**config.mk**
```make
export PLATFORM = sky130hd
export DESIGN_NAME = drygascon_round_ctrl_flat
export DESIGN_NICKNAME = d
export VERILOG_FILES = /design/src/rtl/drygascon_round_if.sv /design/src/rtl/drygascon_round_ctrl.sv /design/src/flat_wrapper.sv
export SDC_FILE = /design/constraint.sdc
export NUM_CORES = 1
export LEC_CHECK = 0
export CAP_MARGIN = 20
export CORE_MARGIN = 8
export CORE_UTILIZATION = 42
export DETAILED_ROUTE_END_ITERATION = 7
export GPL_ROUTABILITY_DRIVEN = 0
export PLACE_DENSITY = 0.78
export SETUP_SLACK_MARGIN = 0.5
export SYNTH_ARGS = -nofsm -noshare
export SYNTH_HDL_FRONTEND = slang
export SYNTH_SLANG_ARGS = --single-unit
```
**constraint.sdc**
```tcl
create_clock -name clk -period 1.89 [get_ports clk]
set_input_delay 0.378 -clock clk [delete_from_list [all_inputs] [get_ports clk]]
set_output_delay 0.378 -clock clk [all_outputs]
set_load 0.05 [all_outputs]
```
**src/rtl/drygascon_round_if.sv**
```systemverilog
// -----------------------------------------------------------------------------
// drygascon_round_if
// Handshake and datapath-control bundle between the DryGASCON input/output
// FSMs (master side) and the round controller (slave side).
//
// Signals
//   start/start_rdy          job request / controller ready
//   init_mode, mix_en, clr_r job configuration, sampled on accept
//   din_valid                MixSx data chunk available
//   do_mix, sel_c            datapath input and cc source selects
//   mix_rnd, gascon_rnd      MixSx chunk index / GASCON round constant index
//   ena_c, ena_r, rst_r      cc load, rr accumulate load, rr clear
//   busy, done               job in progress / one-cycle completion pulse
//   abort, aborted           cancel request / one-cycle cancel pulse
//                            (present only with DRYGASCON_ABORT_EN defined)
// -----------------------------------------------------------------------------
interface drygascon_round_if #(
  parameter int RND_W = 4
);
  logic             start;
  logic             start_rdy;
  logic             init_mode;
  logic             mix_en;
  logic             clr_r;
  logic             din_valid;
  logic             do_mix;
  logic [RND_W-1:0] mix_rnd;
  logic [RND_W-1:0] gascon_rnd;
  logic             ena_c;
  logic             sel_c;
  logic             ena_r;
  logic             rst_r;
  logic             busy;
  logic             done;
`ifdef DRYGASCON_ABORT_EN
  logic             abort;
  logic             aborted;

  modport master (
    output start, init_mode, mix_en, clr_r, din_valid, abort,
    input  start_rdy, do_mix, mix_rnd, gascon_rnd, ena_c, sel_c, ena_r,
           rst_r, busy, done, aborted
  );
  modport slave (
    input  start, init_mode, mix_en, clr_r, din_valid, abort,
    output start_rdy, do_mix, mix_rnd, gascon_rnd, ena_c, sel_c, ena_r,
           rst_r, busy, done, aborted
  );
`else
  modport master (
    output start, init_mode, mix_en, clr_r, din_valid,
    input  start_rdy, do_mix, mix_rnd, gascon_rnd, ena_c, sel_c, ena_r,
           rst_r, busy, done
  );
  modport slave (
    input  start, init_mode, mix_en, clr_r, din_valid,
    output start_rdy, do_mix, mix_rnd, gascon_rnd, ena_c, sel_c, ena_r,
           rst_r, busy, done
  );
`endif
endinterface

```
**src/rtl/drygascon_round_ctrl.sv**
```systemverilog
// -----------------------------------------------------------------------------
// drygascon_round_ctrl
// Sequences one DryGASCON permutation job: an optional MixSx phase
// (MIX_ROUNDS data chunks, stalled by din_valid) followed by GASCON_ROUNDS
// or INIT_ROUNDS GASCON rounds, then a one-cycle DONE.
//
// Ports
//   clk   clock
//   rst   synchronous, active-high reset
//   bus   drygascon_round_if.slave (handshake, config, datapath enables)
//
// Build option
//   DRYGASCON_ABORT_EN  adds bus.abort / bus.aborted; abort in MIX or GASCON
//                       returns to IDLE without a done pulse.
//
// state  | meaning
// IDLE   | ready for a job, start_rdy=1
// MIX    | MixSx absorb, one chunk per din_valid cycle
// GASCON | GASCON rounds, cc and rr loaded every cycle
// DONE   | one-cycle done pulse, not ready
// -----------------------------------------------------------------------------
module drygascon_round_ctrl #(
  parameter int MIX_ROUNDS    = 14,
  parameter int GASCON_ROUNDS = 8,
  parameter int INIT_ROUNDS   = 12,
  parameter int RND_W         = 4
) (
  input  logic                    clk,
  input  logic                    rst,
  drygascon_round_if.slave        bus
);

  typedef enum logic [1:0] {S_IDLE, S_MIX, S_GASCON, S_DONE} state_t;

  localparam logic [RND_W-1:0] MIX_LAST  = RND_W'(MIX_ROUNDS - 1);
  localparam logic [RND_W-1:0] GAS_LAST  = RND_W'(GASCON_ROUNDS - 1);
  localparam logic [RND_W-1:0] INIT_LAST = RND_W'(INIT_ROUNDS - 1);

  state_t           state, state_nx;
  logic [RND_W-1:0] cnt, cnt_nx;
  logic             init_q, init_nx;
  logic             accept;
  logic             abort_hit;
  logic [RND_W-1:0] gas_last;

`ifdef DRYGASCON_ABORT_EN
  // Only meaningful while a phase is running; IDLE/DONE ignore it below.
  assign abort_hit = bus.abort;
`else
  assign abort_hit = 1'b0;
`endif

  assign accept   = bus.start && (state == S_IDLE) && !rst;
  assign gas_last = init_q ? INIT_LAST : GAS_LAST;

  always_ff @(posedge clk) begin
    if (rst) begin
      state  <= S_IDLE;
      cnt    <= '0;
      init_q <= 1'b0;
    end else begin
      state  <= state_nx;
      cnt    <= cnt_nx;
      init_q <= init_nx;
    end
  end

  always_comb begin
    state_nx = state;
    cnt_nx   = cnt;
    init_nx  = init_q;
    unique case (state)
      S_IDLE: begin
        if (accept) begin
          init_nx  = bus.init_mode;
          cnt_nx   = '0;
          state_nx = bus.mix_en ? S_MIX : S_GASCON;
        end
      end
      S_MIX: begin
        // abort wins over the last-chunk transition
        if (abort_hit) begin
          cnt_nx   = '0;
          state_nx = S_IDLE;
        end else if (bus.din_valid) begin
          if (cnt == MIX_LAST) begin
            cnt_nx   = '0;
            state_nx = S_GASCON;
          end else begin
            cnt_nx = cnt + 1'b1;
          end
        end
      end
      S_GASCON: begin
        if (abort_hit) begin
          cnt_nx   = '0;
          state_nx = S_IDLE;
        end else if (cnt == gas_last) begin
          cnt_nx   = '0;
          state_nx = S_DONE;
        end else begin
          cnt_nx = cnt + 1'b1;
        end
      end
      S_DONE: begin
        state_nx = S_IDLE;
      end
      default: begin
        cnt_nx   = '0;
        state_nx = S_IDLE;
      end
    endcase
  end

  always_comb begin
    bus.start_rdy  = 1'b0;
    bus.do_mix     = 1'b0;
    bus.sel_c      = 1'b0;
    bus.mix_rnd    = '0;
    bus.gascon_rnd = '0;
    bus.ena_c      = 1'b0;
    bus.ena_r      = 1'b0;
    bus.rst_r      = 1'b0;
    bus.busy       = 1'b0;
    bus.done       = 1'b0;
`ifdef DRYGASCON_ABORT_EN
    bus.aborted    = 1'b0;
`endif
    unique case (state)
      S_IDLE: begin
        bus.start_rdy = 1'b1;
        bus.rst_r     = accept && bus.clr_r;
      end
      S_MIX: begin
        bus.do_mix  = 1'b1;
        bus.sel_c   = 1'b1;
        bus.busy    = 1'b1;
        bus.mix_rnd = cnt;
        bus.ena_c   = bus.din_valid && !abort_hit;
`ifdef DRYGASCON_ABORT_EN
        bus.aborted = abort_hit;
`endif
      end
      S_GASCON: begin
        bus.busy       = 1'b1;
        bus.gascon_rnd = cnt;
        bus.ena_c      = !abort_hit;
        bus.ena_r      = !abort_hit;
`ifdef DRYGASCON_ABORT_EN
        bus.aborted    = abort_hit;
`endif
      end
      S_DONE: begin
        bus.done = 1'b1;
      end
      default: begin
      end
    endcase
  end

endmodule

```
**src/flat_wrapper.sv**
```systemverilog
// flat-port wrapper written by rule: the top's interface ports become plain ports
module drygascon_round_ctrl_flat 
#(
  parameter int MIX_ROUNDS    = 14,
  parameter int GASCON_ROUNDS = 8,
  parameter int INIT_ROUNDS   = 12,
  parameter int RND_W         = 4
)
  (clk, rst, bus_start, bus_init_mode, bus_mix_en, bus_clr_r, bus_din_valid, bus_start_rdy, bus_do_mix, bus_mix_rnd, bus_gascon_rnd, bus_ena_c, bus_sel_c, bus_ena_r, bus_rst_r, bus_busy, bus_done);
  drygascon_round_if #(.RND_W(RND_W)) bus_i ();
  input  logic clk;
  input  logic rst;
  input wire logic [$bits(bus_i.start)-1:0] bus_start;
  input wire logic [$bits(bus_i.init_mode)-1:0] bus_init_mode;
  input wire logic [$bits(bus_i.mix_en)-1:0] bus_mix_en;
  input wire logic [$bits(bus_i.clr_r)-1:0] bus_clr_r;
  input wire logic [$bits(bus_i.din_valid)-1:0] bus_din_valid;
  output wire logic [$bits(bus_i.start_rdy)-1:0] bus_start_rdy;
  output wire logic [$bits(bus_i.do_mix)-1:0] bus_do_mix;
  output wire logic [$bits(bus_i.mix_rnd)-1:0] bus_mix_rnd;
  output wire logic [$bits(bus_i.gascon_rnd)-1:0] bus_gascon_rnd;
  output wire logic [$bits(bus_i.ena_c)-1:0] bus_ena_c;
  output wire logic [$bits(bus_i.sel_c)-1:0] bus_sel_c;
  output wire logic [$bits(bus_i.ena_r)-1:0] bus_ena_r;
  output wire logic [$bits(bus_i.rst_r)-1:0] bus_rst_r;
  output wire logic [$bits(bus_i.busy)-1:0] bus_busy;
  output wire logic [$bits(bus_i.done)-1:0] bus_done;
  assign bus_i.start = bus_start;
  assign bus_i.init_mode = bus_init_mode;
  assign bus_i.mix_en = bus_mix_en;
  assign bus_i.clr_r = bus_clr_r;
  assign bus_i.din_valid = bus_din_valid;
  assign bus_start_rdy = bus_i.start_rdy;
  assign bus_do_mix = bus_i.do_mix;
  assign bus_mix_rnd = bus_i.mix_rnd;
  assign bus_gascon_rnd = bus_i.gascon_rnd;
  assign bus_ena_c = bus_i.ena_c;
  assign bus_sel_c = bus_i.sel_c;
  assign bus_ena_r = bus_i.ena_r;
  assign bus_rst_r = bus_i.rst_r;
  assign bus_busy = bus_i.busy;
  assign bus_done = bus_i.done;
  drygascon_round_ctrl #(.MIX_ROUNDS(MIX_ROUNDS), .GASCON_ROUNDS(GASCON_ROUNDS), .INIT_ROUNDS(INIT_ROUNDS), .RND_W(RND_W)) u_core (.clk(clk), .rst(rst), .bus(bus_i));
endmodule
```
==> results_dict.tcl, run 1 <==
set metrics [dict create \
    status "stopped before the end" \
    lastStage "5_1_grt" \
    error "[ERROR DPL-0038] Utilization greater than 100%, impossible to legalize" \
    synthesis.nets 90 \
    avgSynthCellArea_um2 7.82 \
    worst_endpoint "bus_rst_r" \
    pin_count 23 \
    clockRootBuffer "clkbuf_4" \
    syn_area_um2 594 \
    numCtsBuffers 3 \
    htree_levels 1 \
    cts_buffer_depth 2 \
    worst-ep-kind "primary output" \
    yosysWarnings 0 \
    cts_hold_buffers 0 \
    clkSinkCount 7 \
    rows 13 \
    synth-seq-cells 7 \
    grt_max_degree 9 \
    numPortBuffers 22 \
    die_h_um 53.6 \
    die_x_um 53.6 \
    initial_core_util 0.451 \
    seq_area_frac_synth 0.236 \
    syn_inst 76 \
    post-dp-hpwl_mm 1.47 \
    synthDistinctLibCells 24 \
]
logic make-up after synthesis:
group,Yosys count,share of synthesized area
and+or+nand+nor,39,0.396
AOI/OAI and AO/OA,14,0.145
adders and majority gates,7,0.147
DFF,7,0.236
buffers and inverters,9,0.0758
what timing repair did:
action,4_1_cts
pin swaps,10
resized for setup,20
setup buffers,15
setup endpoints to repair,19
synthesized netlist by cell type (all sizes together):
cell type,count,area [um^2]
nand2,7,26.3
clkbuf,2,7.51
nor2b,4,25.0
nand2b,2,12.5
nor3,1,5.00
o21ai,4,20.0
ha,7,87.6
a32o,1,11.3
a21o,2,15.0
nand4,3,18.8
nand4bb,1,11.3
nor2,1,3.75
nand3b,1,7.51
o311a,1,10.0
a21oi,6,30.0
and2,7,43.8
nand3,5,25.0
dfxtp,7,140
or3,1,6.26
nand4b,4,35.0
buf,2,18.8
nor3b,2,15.0
inv,5,18.8
metrics by stage:
step	instances	setup WS [ns]	area, um^2	util	hold WS, ns
4_1_cts	130	0.196	1280	0.972	0.474
3_5_place_dp	111	0.0410	1080	0.821	0.466
3_3_place_gp	111	0.125	1080	0.821	0.464
2_1_floorplan	76	0.254	716	-	0.445
==> inputs of run 2 (changes only) <==
CORE_AREA = 8 8 69 71   (was unset)
CORE_MARGIN = unset   (was 8)
CORE_UTILIZATION = unset   (was 42)
DIE_AREA = 0 0 77 79   (was unset)
PLACE_DENSITY = unset   (was 0.78)
PLACE_DENSITY_LB_ADDON = 0.15   (was unset)
SETUP_SLACK_MARGIN = unset   (was 0.5)
==> run 2 against run 1 <==
Net effect:
- the run now ends clean
- synthesized cell count did not move
- synthesized area unchanged
==> results_dict.tcl, run 2 <==
set metrics [dict create \
    syn_inst 76 \
    layout_worst_path_cycle_share 0.960 \
    synthDistinctLibCells 24 \
    cts_buffer_depth 2 \
    fin_util 0.293 \
    hold_viol_final 0 \
    post-dp-hpwl_mm 1.53 \
    grt_pass1_vias 630 \
    avgSynthCellArea_um2 7.82 \
    numPortBuffers 22 \
    grt-ovfl-total 0 \
    drc 0 \
    final_cell_mix "15 x buf_12, 7 x and2_1, 7 x nand2_1, 7 x dfxtp_1" \
    synth-edff-count 0 \
    layout.nets 117 \
    largest-register "u_core.cnt" \
    rsz0062_at_grt "no" \
    cts_tree "built" \
    top_regs "u_core.cnt: 4 flops, u_core.state: 2 flops, u_core.init_q: 1 flops" \
    synth_area_leader_cell "dfxtp_1" \
    drive_above_1_share 0.314 \
    grt_max_degree 11 \
    tightest_slew_ns 0.376 \
    p_leak_nw 0.430 \
    relSlewSlack 0.750 \
    end_kind "output port" \
    grt_pass1_wl_mm 3.22 \
    tns_ns 0 \
    peakVddDrop_uv 533 \
    wl_mm 1.97 \
    vias_per_cell 4.14 \
    min_path_type "reg -> reg" \
    p_per_area_mw_per_mm2 1300 \
    numCtsBuffers 3 \
    rows 23 \
    die_x_um 77 \
    grt_usage 0.0663 \
    status "complete, no violations" \
    drtIter0Drc 29 \
    seq_area_frac_synth 0.236 \
    core_area_mm2 0.00380 \
    vias 630 \
    syn2layout_area_growth_pct 87.2 \
    final_common_cell "buf_12" \
    yosysWarnings 0 \
    clockRootBuffer "clkbuf_8" \
    htree_levels 1 \
    crit_type "in -> out" \
    async_flop_share 0 \
    seq_area_um2 140 \
    synthesis.nets 90 \
    skew_ns 0.00136 \
    die_h_um 79 \
    synth_flop_cell "dfxtp_1" \
    setup_viol 0 \
    design.die.area_mm2 0.00608 \
    cp_max_fo 4 \
    synth_area_leaders "dfxtp_1 24%, ha_1 15%, and2_1 7.4%" \
    dr.pass1.iters 4 \
    clock_latency_ns 0.23 \
    fill_cells 414 \
    antenna_left 0 \
    cts.clk_slew.worst_paths_ns 0.04 \
    yosys-top-cells-count "7 x and2_1, 7 x dfxtp_1, 7 x ha_1, 7 x nand2_1, 6 x a21oi_1" \
    synth-seq-cells 7 \
    multiInputGateArea_um2 448 \
    clkSinkCount 7 \
    maxCapViolations 0 \
    pin_count 23 \
    required_ns 1.51 \
    n_antenna_cell 0 \
    largest_reg_flops 4 \
    post_drt_wl_per_cell_um 12.9 \
    crit_arrival_ns 1.44 \
    maxSlewViolCount 0 \
    antenna_found_initial 0 \
    synth_top_cell_area_share 0.236 \
    fmax_mhz 551 \
    initial_core_util 0.156 \
    cp-start-kind "input pin" \
    reg2reg_slack_ns 0.15 \
    syn_area_um2 594 \
    period_minus_slack_ns 1.82 \
]
## run 2: cell counts after synthesis
Identical to the previous run, type by type.
## run 2: final cells by class
cell class	instances	share of cell area
repair buffers	26	0.358
flip-flops and latches	7	0.126
clock buffers	4	0.0405
well taps	50	0.0562
multi-input cells	60	0.403
inverters	5	0.0169
## run 2: kinds of logic after synthesis
kind of cell             Yosys count  share of synthesized area
AO/OA/AOI/OAI                     14                      0.145
AND/OR/NAND/NOR                   39                      0.396
adder cells (fa/ha/maj)            7                      0.147
flip-flops                         7                      0.236
buffers and inverters              9                     0.0758
## run 2: layer usage
metal / GRT usage / wire length (um) / part of all wire / vias up
met5: 0 / 0 / 0 / -
li1: - / - / - / 318
met2: 0.0952 / 847 / 0.43 / 23
met1: 0.0806 / 948 / 0.48 / 283
met3: 0.0181 / 101 / 0.051 / 6
met4: 0.0566 / 68 / 0.035 / 0
## run 2: what timing repair did
item,in CTS,in global routing
resized for setup,1,3
setup endpoints to repair,1,3
hold buffers,0,0
buffers inserted,0,0
hold endpoints to repair,0,0
## run 2: where the power goes
part	switching [W]	total [W]	internal [W]
clock	0.0000685	0.000215	0.000146
sequential	0.0000266	0.000198	0.000171
combinational	0.000573	0.00103	0.000459
## run 2: final timing paths
path	startpoint	end	cells past startpoint
max	bus_start	bus_rst_r	4
min	u_core.init_q	u_core.init_q	2
max reg2reg	u_core.cnt[0]	u_core.state[1]	5
min reg2reg	u_core.init_q	u_core.init_q	2
## run 2: critical path: stages
cell and delay [ns]:
clkdlybuf4s50_1 0.53, nand2_1 0.13, nor3b_4 0.24, buf_12 0.16
## run 2: per-stage QoR
| step | power, W | setup slack, ns | area (um^2) | cells | hold slack [ns] |
|---|---|---|---|---|---|
| detailed placement | 0.00120 | 0.0764 | 1050 | 148 | 0.478 |
| finish | 0.00144 | 0.0749 | 1110 | 152 | 0.478 |
| CTS | 0.00143 | 0.00144 | 1100 | 152 | 0.482 |
| global placement | 0.00120 | 0.0968 | 1050 | 148 | 0.478 |
| global route | 0.00153 | 0.00959 | 1110 | 152 | 0.524 |
| floorplan | 0.000817 | 0.0184 | 622 | 76 | 0.445 |
Note: power is estimated with default switching activity, not from simulation.
==> inputs of run 3 (changes only) <==
CTS_CLUSTER_SIZE = 8   (was unset)
==> results of run 3 <==
The final DEF is identical to that of run 2; final timing and power are the same.
==> patch (flow settings as in run 2) <==
`RND_W` is set to 4 in 3 places; all go to 6.
--- a/src/rtl/drygascon_round_if.sv
+++ b/src/rtl/drygascon_round_if.sv
@@ -15,7 +15,7 @@
 //                            (present only with DRYGASCON_ABORT_EN defined)
 // -----------------------------------------------------------------------------
 interface drygascon_round_if #(
-  parameter int RND_W = 4
+  parameter int RND_W = 6
 );
   logic             start;
   logic             start_rdy;
--- a/src/rtl/drygascon_round_ctrl.sv
+++ b/src/rtl/drygascon_round_ctrl.sv
@@ -23,7 +23,7 @@
   parameter int MIX_ROUNDS    = 14,
   parameter int GASCON_ROUNDS = 8,
   parameter int INIT_ROUNDS   = 12,
-  parameter int RND_W         = 4
+  parameter int RND_W         = 6
 ) (
   input  logic                    clk,
   input  logic                    rst,
--- a/src/flat_wrapper.sv
+++ b/src/flat_wrapper.sv
@@ -4,7 +4,7 @@
   parameter int MIX_ROUNDS    = 14,
   parameter int GASCON_ROUNDS = 8,
   parameter int INIT_ROUNDS   = 12,
-  parameter int RND_W         = 4
+  parameter int RND_W         = 6
 )
   (clk, rst, bus_start, bus_init_mode, bus_mix_en, bus_clr_r, bus_din_valid, bus_start_rdy, bus_do_mix, bus_mix_rnd, bus_gascon_rnd, bus_ena_c, bus_sel_c, bus_ena_r, bus_rst_r, bus_busy, bus_done);
   drygascon_round_if #(.RND_W(RND_W)) bus_i ();
Ports: changed (resized bus_gascon_rnd and bus_mix_rnd); port bits go from 23 to 27. The function was not compared with the original's and may differ.
==> patch against run 2 <==
Sequential cell count is 2 higher. Final area rose by 26%. Power up 24%. Clock skew rose by 0.0024 ns. Register-to-register slack worse by 0.11 ns. Wire length increased by 14%. Sequential share of layout area up 0.39 points. Synthesized cell count increased by 16%. Sequential power is 34% higher. Fmax fell by 1.6%. Area after synthesis up 23%. Setup slack got worse by 0.030 ns.
==> patch: results (changes against run 2) <==
Detailed routing
  • Vias: 752 (+19%)
  • Pre-antenna DRT Iters: 5 (+1)
  • Drt wl/cell: 12.70 um (-1.8%)
  • 1st-iter DRT viols: 16 (-45%)
  • Post-DRT Antenna Nets: 0 (unchanged)

Setup path
  • Crit Path Max Fanout: 5 (+1)
  • CP delay by family, top: simple AND/OR/NAND/NOR gates
  • Slowest stage delay, CP: 0.51 ns (-0.02 ns)
  • Arr. time, crit path: 2.01 ns (+0.57 ns)
  • Slowest stage cell, crit path: or4_4

Placement
  • Pre-CTS setup slack: -0.1898 ns (-0.2662 ns)
  • Dpl cells: 173 (+17%)
  • Area after DPL: 1351 sq um (+28%)
  • IO buf count: 26 (+18%)
  • DP Wirelength: 1893 um (+23%)

GRT
  • First-pass GRT wire length: 3946 um (+22%)
  • Initial antenna violation count: 0 (unchanged)
  • Pin count of the biggest net entering global routing: 13 (+2)
  • Tot GR Track Use: 0.08007 (+0.01378)
  • Number of global-route vias before repair: 821 (+30%)

CTS
  • CTS Buffer Depth: 2 (unchanged)
  • Worst skew pair latency: 0.24 ns
  • Number of H-tree levels: 1 (unchanged)
  • Num CTS Buffers: 3 (unchanged)
  • Clock root cell: clkbuf_8
  • Clk pin slew, worst setup/hold paths: 0.05 ns

Layout
  • ANT cells: 0 (unchanged)
  • Layout cell share with drive strength beyond 1: 0.4094 (+0.09572)
  • Final Non-Filler Cells: 177 (+16%)
  • # fillers: 404 (-2.4%)
  • Largest regs: u_core.cnt x6, u_core.state x2, u_core.init_q x1
  • Final nets: 142 (+21%)

Synth
  • Dominant cells by area after synthesis: dfxtp_1 25%, ha_1 12%, and2_1 10%
  • Syn Nets: 102 (+13%)
  • Yosys warnings: 0 (unchanged)
  • Top FF cell, synth: dfxtp_1
  • Synth async-reset ratio: 0 (unchanged)
  • Seq/Total Area, Yosys: 0.2470 (+0.01121)
  • Synth cell types: 35 (+46%)
  • Most frequent cells after synthesis: 12 x and2_1, 9 x dfxtp_1, 7 x ha_1, 6 x nor2_1, 5 x inv_1
  • Synthesized instance count: 88 (+16%)

STA
  • Setup Skew: 0.003778 ns (+0.002422 ns)
  • Final setup vio count: 0 (unchanged)
  • Relative slew slack: 0.7536 (+0.004087)

Status
  • Status: finished, final reports clean

Power and ir drop
  • Leakage: 0.5427 nW (+26%)
  • Peak VDD IR: 956.8 uV (+79%)

Worst hold path
  • HP Class: flip-flop to flip-flop
-- patch: changes by cell type in the layout (fill, tap and decap cells not counted), sizes merged, moves of 3 or more --
cell,change
nor3,+3
nand4,-3
o21ai,-4
and2,+5
buf,+13
a211oi,+5
nor2,+5
a21oi,-4
nand2,-3
nand4b,-4
xnor2,+3
-- patch: metal layers --
metal	global-route usage	vias to the layer above	routed length [um]
li1	-	383	-
met1	0.08416	338	979
met2	0.1410	27	1091
met3	0.02709	4	127
met4	0.03962	0	49
met5	0	-	0
-- patch: repair_timing --
action	CTS	global route
buffers inserted	0	0
setup endpoints to repair	0	3
gates resized for setup	0	2
-- patch: power by group --
| part | switching [mW] | leakage (nW) | total [mW] | internal [mW] |
|---|---|---|---|---|
| combinational | 0.669 | 0.446 | 1.28 | 0.613 |
| clock | 0.0897 | 0.0228 | 0.238 | 0.148 |
| sequential | 0.0380 | 0.0739 | 0.266 | 0.228 |
-- patch: cell families after synthesis --
family | share of synthesized area
AND/OR/NAND/NOR | 0.3139
flip-flops | 0.2470
XOR/XNOR | 0.04804
AO/OA/AOI/OAI | 0.1733
buffers and inverters | 0.05488
multiplexers | 0.04288
adder cells (fa/ha/maj) | 0.1201
-- patch: final timing paths --
| check | start | slack [ns] | endpoint | depth (start not counted) |
|---|---|---|---|---|
| max | u_core.state[0] | 0.04 | u_core.cnt[5] | 6 |
| min | u_core.init_q | 0.47 | u_core.init_q | 2 |
| max reg2reg | u_core.state[0] | 0.04 | u_core.cnt[5] | 6 |
| min reg2reg | u_core.init_q | 0.47 | u_core.init_q | 2 |
-- patch: area by class of cell --
type	count	area, sq um	share of cell area
clock buffer	4	45.04	0.03203
inverter	5	18.77	0.01335
multi-input combinational	70	551.8	0.3923
sequential	9	182.7	0.1299
tap	50	62.56	0.04448
timing repair buffer	39	545.5	0.3879
